File: config.mk
export PLATFORM = sky130hd
export DESIGN_NAME = fxp_mul_seq
export DESIGN_NICKNAME = d
export VERILOG_FILES = /design/src/rtl/fxp_mul_pkg.sv /design/src/rtl/mul16u.sv /design/src/rtl/fxp_mul_seq.sv
export SDC_FILE = /design/constraint.sdc
export NUM_CORES = 1
export LEC_CHECK = 0
export BUFFER_PORTS_ARGS = -buffer_cell sky130_fd_sc_hd__buf_2
export CAP_MARGIN = 25
export CORE_ASPECT_RATIO = 0.8
export CORE_MARGIN = 8
export CORE_UTILIZATION = 59
export CTS_BUF_LIST = sky130_fd_sc_hd__clkbuf_8
export CTS_CLUSTER_SIZE = 16
export DETAILED_ROUTE_END_ITERATION = 8
export PLACE_DENSITY = 0.8
export SETUP_SLACK_MARGIN = 0.5
export SYNTH_ARGS = -nofsm -noshare
export SYNTH_HDL_FRONTEND = slang
export SYNTH_SLANG_ARGS = --single-unit
File: constraint.sdc
create_clock -name clk -period 11.9 [get_ports clk]
set_clock_uncertainty 0.05 [all_clocks]
set_input_delay 0.595 -clock clk [delete_from_list [all_inputs] [get_ports clk]]
set_output_delay 0.595 -clock clk [all_outputs]
set_load 0.02 [all_outputs]
File: src/rtl/fxp_mul_pkg.sv
// Shared types and constants for the sequential Q16.16 multiplier.
package fxp_mul_pkg;

    localparam int W    = 32;
    localparam int FRAC = 16;

    localparam logic [31:0] QMAX = 32'h7FFF_FFFF;
    localparam logic [31:0] QMIN = 32'h8000_0000;

    typedef enum logic [2:0] {
        IDLE,
        LL,
        LH,
        HL,
        HH,
        DONE
    } state_t;

    // Two's-complement magnitude; 0x80000000 maps to 2^31 as an unsigned value.
    function automatic logic [31:0] mag32(input logic [31:0] v);
        return v[31] ? -v : v;
    endfunction

endpackage

File: src/rtl/mul16u.sv
// Combinational 16x16 -> 32 unsigned multiplier shared across partial products.
module mul16u (
    input  logic [15:0] i_a,
    input  logic [15:0] i_b,
    output logic [31:0] o_p
);

    assign o_p = i_a * i_b;

endmodule

File: src/rtl/fxp_mul_seq.sv
// Sequential signed Q16.16 multiplier: one 16x16 partial product per cycle.
// Optional saturation on overflow is enabled with `define FXP_MUL_SAT_EN.
module fxp_mul_seq #(
    parameter int W    = fxp_mul_pkg::W,
    parameter int FRAC = fxp_mul_pkg::FRAC
) (
    input  logic         clk,
    input  logic         rst,
    input  logic         in_valid,
    output logic         in_ready,
    input  logic [W-1:0] A,
    input  logic [W-1:0] B,
    output logic         out_valid,
    input  logic         out_ready,
    output logic [W-1:0] result,
    output logic         ovf
);

    import fxp_mul_pkg::*;

    localparam int H = W / 2;

    state_t              r_state;
    logic [W-1:0]        r_mag_a;
    logic [W-1:0]        r_mag_b;
    logic                r_neg;
    logic [2*W-1:0]      r_acc;
    logic [W-1:0]        r_result;
    logic                r_ovf;
    logic                r_in_ready;
    logic                r_out_valid;

    logic [H-1:0]        w_op_a;
    logic [H-1:0]        w_op_b;
    logic [W-1:0]        w_pp;
    logic [2*W-1:0]      w_term;
    logic [2*W-1:0]      w_acc_fin;
    logic [W-1:0]        w_mag;
    logic                w_ovf;
    logic signed [W-1:0] w_signed;
    logic [W-1:0]        w_res;

    // Operand halves feeding the shared multiplier, chosen by the current phase.
    always_comb begin
        w_op_a = r_mag_a[H-1:0];
        w_op_b = r_mag_b[H-1:0];
        case (r_state)
            LH: w_op_b = r_mag_b[W-1:H];
            HL: w_op_a = r_mag_a[W-1:H];
            HH: begin
                w_op_a = r_mag_a[W-1:H];
                w_op_b = r_mag_b[W-1:H];
            end
            default: ;
        endcase
    end

    mul16u u_mul (
        .i_a (w_op_a),
        .i_b (w_op_b),
        .o_p (w_pp)
    );

    always_comb begin
        w_term = {{W{1'b0}}, w_pp};
        case (r_state)
            LH, HL:  w_term = {{H{1'b0}}, w_pp, {H{1'b0}}};
            HH:      w_term = {w_pp, {W{1'b0}}};
            default: ;
        endcase
    end

    assign w_acc_fin = r_acc + w_term;

    // Truncating the magnitude rounds toward zero; -0 cannot appear since -0 == 0.
    assign w_mag    = w_acc_fin[FRAC +: W];
    assign w_ovf    = (|w_acc_fin[2*W-1:W+FRAC]) ||
                      (r_neg ? (w_mag > QMIN) : (w_mag > QMAX));
    assign w_signed = r_neg ? -$signed(w_mag) : $signed(w_mag);

`ifdef FXP_MUL_SAT_EN
    function automatic logic [W-1:0] f_sat(input logic signed [W-1:0] v,
                                            input logic neg,
                                            input logic of);
        if (of)
            return neg ? QMIN : QMAX;
        return v;
    endfunction

    assign w_res = f_sat(w_signed, r_neg, w_ovf);
`else
    assign w_res = w_signed;
`endif

    always_ff @(posedge clk) begin
        if (rst) begin
            r_state     <= IDLE;
            r_mag_a     <= '0;
            r_mag_b     <= '0;
            r_neg       <= 1'b0;
            r_acc       <= '0;
            r_result    <= '0;
            r_ovf       <= 1'b0;
            r_in_ready  <= 1'b1;
            r_out_valid <= 1'b0;
        end else begin
            case (r_state)
                IDLE: begin
                    if (in_valid) begin
                        r_mag_a    <= mag32(A);
                        r_mag_b    <= mag32(B);
                        r_neg      <= A[W-1] ^ B[W-1];
                        r_acc      <= '0;
                        r_in_ready <= 1'b0;
                        r_state    <= LL;
                    end
                end
                LL: begin
                    r_acc   <= w_acc_fin;
                    r_state <= LH;
                end
                LH: begin
                    r_acc   <= w_acc_fin;
                    r_state <= HL;
                end
                HL: begin
                    r_acc   <= w_acc_fin;
                    r_state <= HH;
                end
                HH: begin
                    r_acc       <= w_acc_fin;
                    r_result    <= w_res;
                    r_ovf       <= w_ovf;
                    r_out_valid <= 1'b1;
                    r_state     <= DONE;
                end
                DONE: begin
                    // Returning to IDLE first keeps consume and accept on separate edges.
                    if (out_ready) begin
                        r_out_valid <= 1'b0;
                        r_in_ready  <= 1'b1;
                        r_state     <= IDLE;
                    end
                end
                default: begin
                    r_out_valid <= 1'b0;
                    r_in_ready  <= 1'b1;
                    r_state     <= IDLE;
                end
            endcase
        end
    end

    assign in_ready  = r_in_ready;
    assign out_valid = r_out_valid;
    assign result    = r_result;
    assign ovf       = r_ovf;

endmodule

# Word-level counts from Yosys, hierarchy flattened
# Index checks and enable logic that the tools add are counted.
op_classes:
  mul: 1
  mux: 17
  n_addsub: 4
  eq_ne: 7
  bitwise: 3
  n_reduce_logical: 14
  n_lt_le_gt_ge: 2
ops:
  columns: ["op", "n"]
  rows:
  - ["64-bit case mux with 2 select lines", 2]
  - ["32-bit two-way mux", 3]
  - ["32-bit negation", 3]
  - ["64-bit adder", 1]
  - ["64-bit two-way mux", 1]
  - ["32-bit by 31-bit > comparator with 1-bit output, second input constant", 1]
  - ["32-bit > comparator, second input constant", 1]
  - ["16-bit by 16-bit multiplier with 32-bit output", 1]
  - ["16-bit two-way mux", 2]
  - ["3-bit case mux with 6 select lines", 1]
  - ["16-bit OR reduction", 1]
  - ["2-bit AND reduction", 4]
  - ["4-bit OR reduction", 2]
  - ["3-bit by 2-bit == test with 1-bit output, second input constant", 2]
  - ["3-bit == test, second input constant", 2]
  - ["3-bit two-way mux", 2]
  - ["1-bit case mux with 3 select lines", 2]
  - ["2-bit OR reduction", 3]
  - ["1-bit two-way mux", 4]
  - ["2-bit != test, second input constant", 2]
  - ["3-bit by 1-bit == test with 1-bit output, second input constant", 1]
  - ["3-bit logical NOT", 1]
  - ["3-bit AND reduction", 1]
  - ["1-bit NOT", 2]
  - ["3 further kinds", 3]
totals:
  input_bits: 68
  regBits: 167
  output_inout_bits: 35
  wordCells: 57

# Logic depth before layout (Yosys ltp)
depth:
  depth_word: 9
  depth_mapped: 46
  depth_no_buf: 41

# Cells and area by module
# From an unflattened synthesis, not the netlist that was laid out.
hier_totals:
  hier_cells: 2800
  area_unflattened_um2: 22094.9
modules_own_cells:
  columns: ["mod", "instances", "seq_area_each_um2", "area_each_um2", "cells_per_inst"]
  rows:
  - ["fxp_mul_seq", 1, 3343.2, 13354.1, 1784]
  - ["mul16u", 1, 0.0, 8740.9, 1016]

# Least setup slack after synthesis
# OpenSTA, ideal clock, no wires.
synth_timing:
  kind: "register -> register"
  from: "register r_state[1]"
  to: "register r_ovf (netlist: ovf)"
  n_path_buf: 5
  path_stages_with_launch: 45
  arrival_ns: 11.879
  t_required_ns: 11.718
  synth_period_minus_slack_ns: 12.061
  setup_slack_ns: -0.161
  setup_ns: 0.132
  path_cell_list: "dfxtp_1 > clkbuf_1 > nor2b_1 > clkbuf_1 > nand2_1 > nand2_1 > buf_1 > buf_1 > mux2i_1 > nor2_1 > fa_1 > inv_1 > fa_1 > fa_1 > fa_1 > inv_1 > fa_1 > inv_1 > (+9 left out) > a21boi_0 > o21ai_0 > mux2_2 > a2111oi_0 > o22ai_1 > ha_1 > clkbuf_1 > nand2_1 > o21ai_0 > o21a_1 > nor2_1 > a31oi_1 > xor2_1 > a211o_1 > or4_4 > or4b_1 > a2111oi_2 > a211oi_1"
synth_via:
  elab_chain_len: 9
  elab_cells_between_ends: 16
  classes_between: "add/sub: 1; mul: 1; order compare: 2; eq/ne: 3; mux: 4; reduce/logical: 5"
synth_lines:
  columns: ["element", "line_no", "rtl"]
  rows:
  - ["from (decl)", "fxp_mul_seq.sv:23", "state_t r_state;"]
  - ["from (signal assigned)", "fxp_mul_seq.sv:97", "r_state <= IDLE;"]
  - ["from (signal assigned)", "fxp_mul_seq.sv:115", "r_state <= LL;"]
  - ["from (signal assigned)", "fxp_mul_seq.sv:120", "r_state <= LH;"]
  - ["3-bit == test / 3-bit by 2-bit == test with 1-bit output (equally long branches)", "fxp_mul_seq.sv:47, fxp_mul_seq.sv:66, fxp_mul_seq.sv:107", null]
  - ["2-bit OR reduction (no line)", null, null]
  - ["16-bit two-way mux", "fxp_mul_seq.sv:47", "case (r_state)"]
  - ["16-bit by 16-bit multiplier with 32-bit output", "mul16u.sv:8", "assign o_p = i_a * i_b;"]
  - ["64-bit case mux with 2 select lines", "fxp_mul_seq.sv:66", "case (r_state)"]
  - ["64-bit adder", "fxp_mul_seq.sv:73", "assign w_acc_fin = r_acc + w_term;"]
  - ["32-bit by 31-bit > comparator with 1-bit output / 32-bit > comparator (equally long branches)", "fxp_mul_seq.sv:78", "(r_neg ? (w_mag > QMIN) : (w_mag > QMAX));"]
  - ["1-bit two-way mux", "fxp_mul_seq.sv:78", null]
  - ["1-bit logical OR", "fxp_mul_seq.sv:77", "assign w_ovf = (|w_acc_fin[2*W-1:W+FRAC]) ||"]
  - ["to (signal assigned)", "fxp_mul_seq.sv:133", "r_ovf <= w_ovf;"]
  - ["to (decl)", "fxp_mul_seq.sv:29", "logic r_ovf;"]
# Parallel ways exist; a longest one is shown, timed or not.
# A chain may end at the register's enable or synchronous reset.

# Worst setup path after layout
layout_timing:
  from: "register r_state[2]"
  to: "register r_ovf (netlist: ovf)"
# Same word-level chain as after synthesis.

==> run_results.csv <==
group,metric,value,unit
timing,drv_slew,0,
layout,final_cell_area,24300,sq um
power_and_ir_drop,p_switching,2.49,mW
routing,post-route-drc-count,0,
power_and_ir_drop,p_total,4.48,mW
global_routing,antenna_found_initial,0,
run_status,status,"completed",
routing,wl_per_cell,22.5,um
layout,drive_gt1_share,15.1,%
worst_setup_path,critPathMostFrequentCell,"fa_1",
global_routing,use_met1,46.5,%
floorplan,initial_core_util,59.8,%
worst_setup_path,cp_num_buf_inv,11,
layout,multi_input_area,17300,sq um
power_and_ir_drop,clock_power_share,10.3,%
logic_synthesis,yosysUniqueCellTypes,89,
worst_setup_path,crit_fanout,12,
place,postPlaceCellArea,22800,sq um
worst_setup_path,critPathKind,"register to register",
floorplan,ios,103,
global_routing,use_met2,47.6,%
floorplan,die_w,229,um
worst_setup_path,worstPathArrival,11.53,ns
routing,route.antenna.remaining_nets,0,
layout,diodes,0,
cts,cts_root_buffer,"clkbuf_8",
cts,cts-buffers-inserted,17,
floorplan,dieArea,42700,sq um
place,gp_congestion,1.05,
global_routing,grt_max_degree,118,
cts,ctsHoldBuffers,0,
logic_synthesis,syn_avg_cell_area,7.95,sq um
worst_setup_path,cp_slowest_cell,"or4b_4",
place,io_buffers,102,
worst_setup_path,cpLargestDelayFamily,"adder cells",
power_and_ir_drop,p_per_area,185,nW/um^2
logic_synthesis,ys_ff_latch,167,
logic_synthesis,synth-main-ff-cell,"dfxtp_1",
routing,vias,21052,
worst_setup_path,slowest_delay,0.58,ns
timing,hold_viol_final,0,
global_routing,grt_pass1_vias,19862,
worst_setup_path,end_kind,"register",
timing,rsz0062_at_grt,"false",
routing,first_pass_iters,7,
routing,dr.first_iter.drc_count,2433,
floorplan,rows,62,
cts,cts_buffer_depth,2,
timing,fin_crit_sh,94.0,%
layout,nets,3253,
power_and_ir_drop,p_sw_share,55.6,%
logic_synthesis,syn_inst,2696,
floorplan,coreArea,35800,sq um
timing,worst_pin_slew,0.915,ns
place,dp_hpwl,59100,um
timing,slew_headroom,38.8,%
logic_synthesis,syn_nets,3131,
power_and_ir_drop,p_leak,10.8,nW
logic_synthesis,yosys_warnings,0,
layout,fill_cells,3038,
power_and_ir_drop,peakVddDrop,244,uV
timing,worst_slack,0.710,ns
timing,fmax,0.0894,GHz
worst_setup_path,worstSetupStartpointType,"register",
timing,final.setup.tns,0,ns
cts,clkLatencyLatePin,0.55,ns
global_routing,grt_use_met3,11.8,%
routing,routed_wirelength,74500,um
power_and_ir_drop,p_seq_share,15.5,%
run,cap_violations,0,
timing,fin_crit,11.19,ns
power_and_ir_drop,combPwrFrac,74.2,%
worst_setup_path,crit_required,12.24,ns
cts,cts_num_sinks,167,
logic_synthesis,synthArstFlopShare,0,%
layout,seq_area,3350,sq um
timing,setup_viol,0,
global_routing,grt_pass1_wl,113000,um
cts,cts_tree,"yes",
routing,viasPerCell,6.36,
logic_synthesis,mappedNetlistArea,21400,sq um
cts,cts.htree.levels,4,
global_routing,track_usage,33.1,%
min_path,hold_class,"input port to register",
floorplan,die_y,187,um
logic_synthesis,synth-edff-count,0,
power_and_ir_drop,p_int,1.99,mW
place,pre_cts_slack,0.0155,ns
global_routing,grt_remaining_overflow,0,
layout,area_growth,13.2,%
logic_synthesis,synth-seq-area-share,15.6,%
cts,clk_pin_slew_worst_paths,0.11,ns
global_routing,grt.busiest_layer,"met2",
[cell usage in the layout, fill, tap and decap left out, drive strengths merged, types with 33 or more instances in the layout]
master	n
nor2	373
nand2	295
inv	265
buf	232
fa	195
ha	172
dfxtp	167
a21oi	125
a211oi	98
xor2	95
o21ai	79
xnor2	60
a22oi	53
a21o	45
mux2i	38
nor3	37
nand3	34
mux2	33
[metal layers]
metal / share of wire, % / wire (um)
met5: 0.13 / 94
met4: 2.4 / 1760
met3: 13 / 9760
met2: 41 / 30900
met1: 43 / 32000
[flip-flops by register name, indices dropped and copies added, names as in the netlist]
name,flops
ovf,1
r_acc,64
r_neg,1
r_mag_b,32
result,32
r_mag_a,32
in_ready,1
r_state,3
out_valid,1
[timing repair]
action / CTS / global route
pin swaps: 4 / 33
gates cloned: 0 / 4
resized for setup: 35 / 107
setup buffers: 2 / 36
setup endpoints to repair: 12 / 24
[final timing paths]
check,endpoint,slack (ns),cells after the start,startpoint
worst max-delay path,ovf$_SDFFE_PP0P_,0.71,42,r_state[2]$_SDFFE_PP0P_
worst min-delay path,r_state[0]$_SDFFE_PP0P_,0.23,2,out_ready
worst max register to register,ovf$_SDFFE_PP0P_,0.71,42,r_state[2]$_SDFFE_PP0P_
worst min register to register,result[14]$_SDFFE_PP0P_,0.40,2,result[14]$_SDFFE_PP0P_
[Yosys cell counts (13+ instances only)]
cell      instances  area (sq um)
ha_1            172          2150
dfxtp_1         167          3340
clkbuf_1        112           420
mux2_2           31           349
o21ai_0          73           365
and2_1           18           113
a211oi_1         97           728
nor2_1          373          1400
a31oi_1          13          81.3
inv_1           259           972
nand2b_1         18           113
nand2_1         295          1110
mux2i_1          38           380
a21oi_1         123           616
o41ai_1          16           140
o31ai_1          31           233
nand3_1          34           170
xnor2_1          60           526
a22oi_1          52           390
nor2b_1          18           113
o22ai_1          26           163
nand4_1          28           175
o21a_1           25           188
or3_1            29           181
xor2_1           95           832
nor3_1           37           185
a21o_1           45           338
o211ai_1         14           105
or2_2            14          87.6
fa_1            195          3900
[power by group through the flow]
stage	registers [mW]	logic [mW]	clock network, mW
final	0.696	3.33	0.460
after global routing	0.701	3.55	0.486
after CTS	0.692	3.01	0.465
after detailed placement	0.703	2.97	0
after global placement	0.701	2.92	0
after floorplan	0.678	2.02	0
[through the flow]
| stage | cells | util [%] | hold slack, ns |
|---|---|---|---|
| 2_1_floorplan | 2696 | - | 0.391 |
| 4_1_cts | 3269 | 65.2 | 0.208 |
| 5_1_grt | 3311 | 67.7 | 0.201 |
| 3_3_place_gp | 3235 | 63.5 | 0.388 |
| 6_report | 3311 | 67.7 | 0.233 |
| 3_5_place_dp | 3235 | 63.5 | 0.393 |
[layout make-up]
class	count	area share [%]
clock inverter	14	0.758
inverter	259	4.00
tap	480	2.47
sequential	167	13.8
clock buffer	18	1.02
timing repair buffer	234	6.78
multi-input combinational	2139	71.2
[cells by family (layout without fill, tap and decap cells)]
logic type / after synthesis / count (layout) / share of synthesized area [%]
AOI/OAI and AO/OA: 628 / 628 / 20.5
xor gates and xnor gates: 155 / 155 / 6.33
adders and majority gates: 367 / 367 / 28.2
buffers and inverters: 392 / 525 / 6.96
DFF: 167 / 167 / 15.6
muxes: 69 / 71 / 3.40
and+or+nand+nor: 918 / 918 / 19.0
No activity file was read; power rests on OpenSTA's default activity.
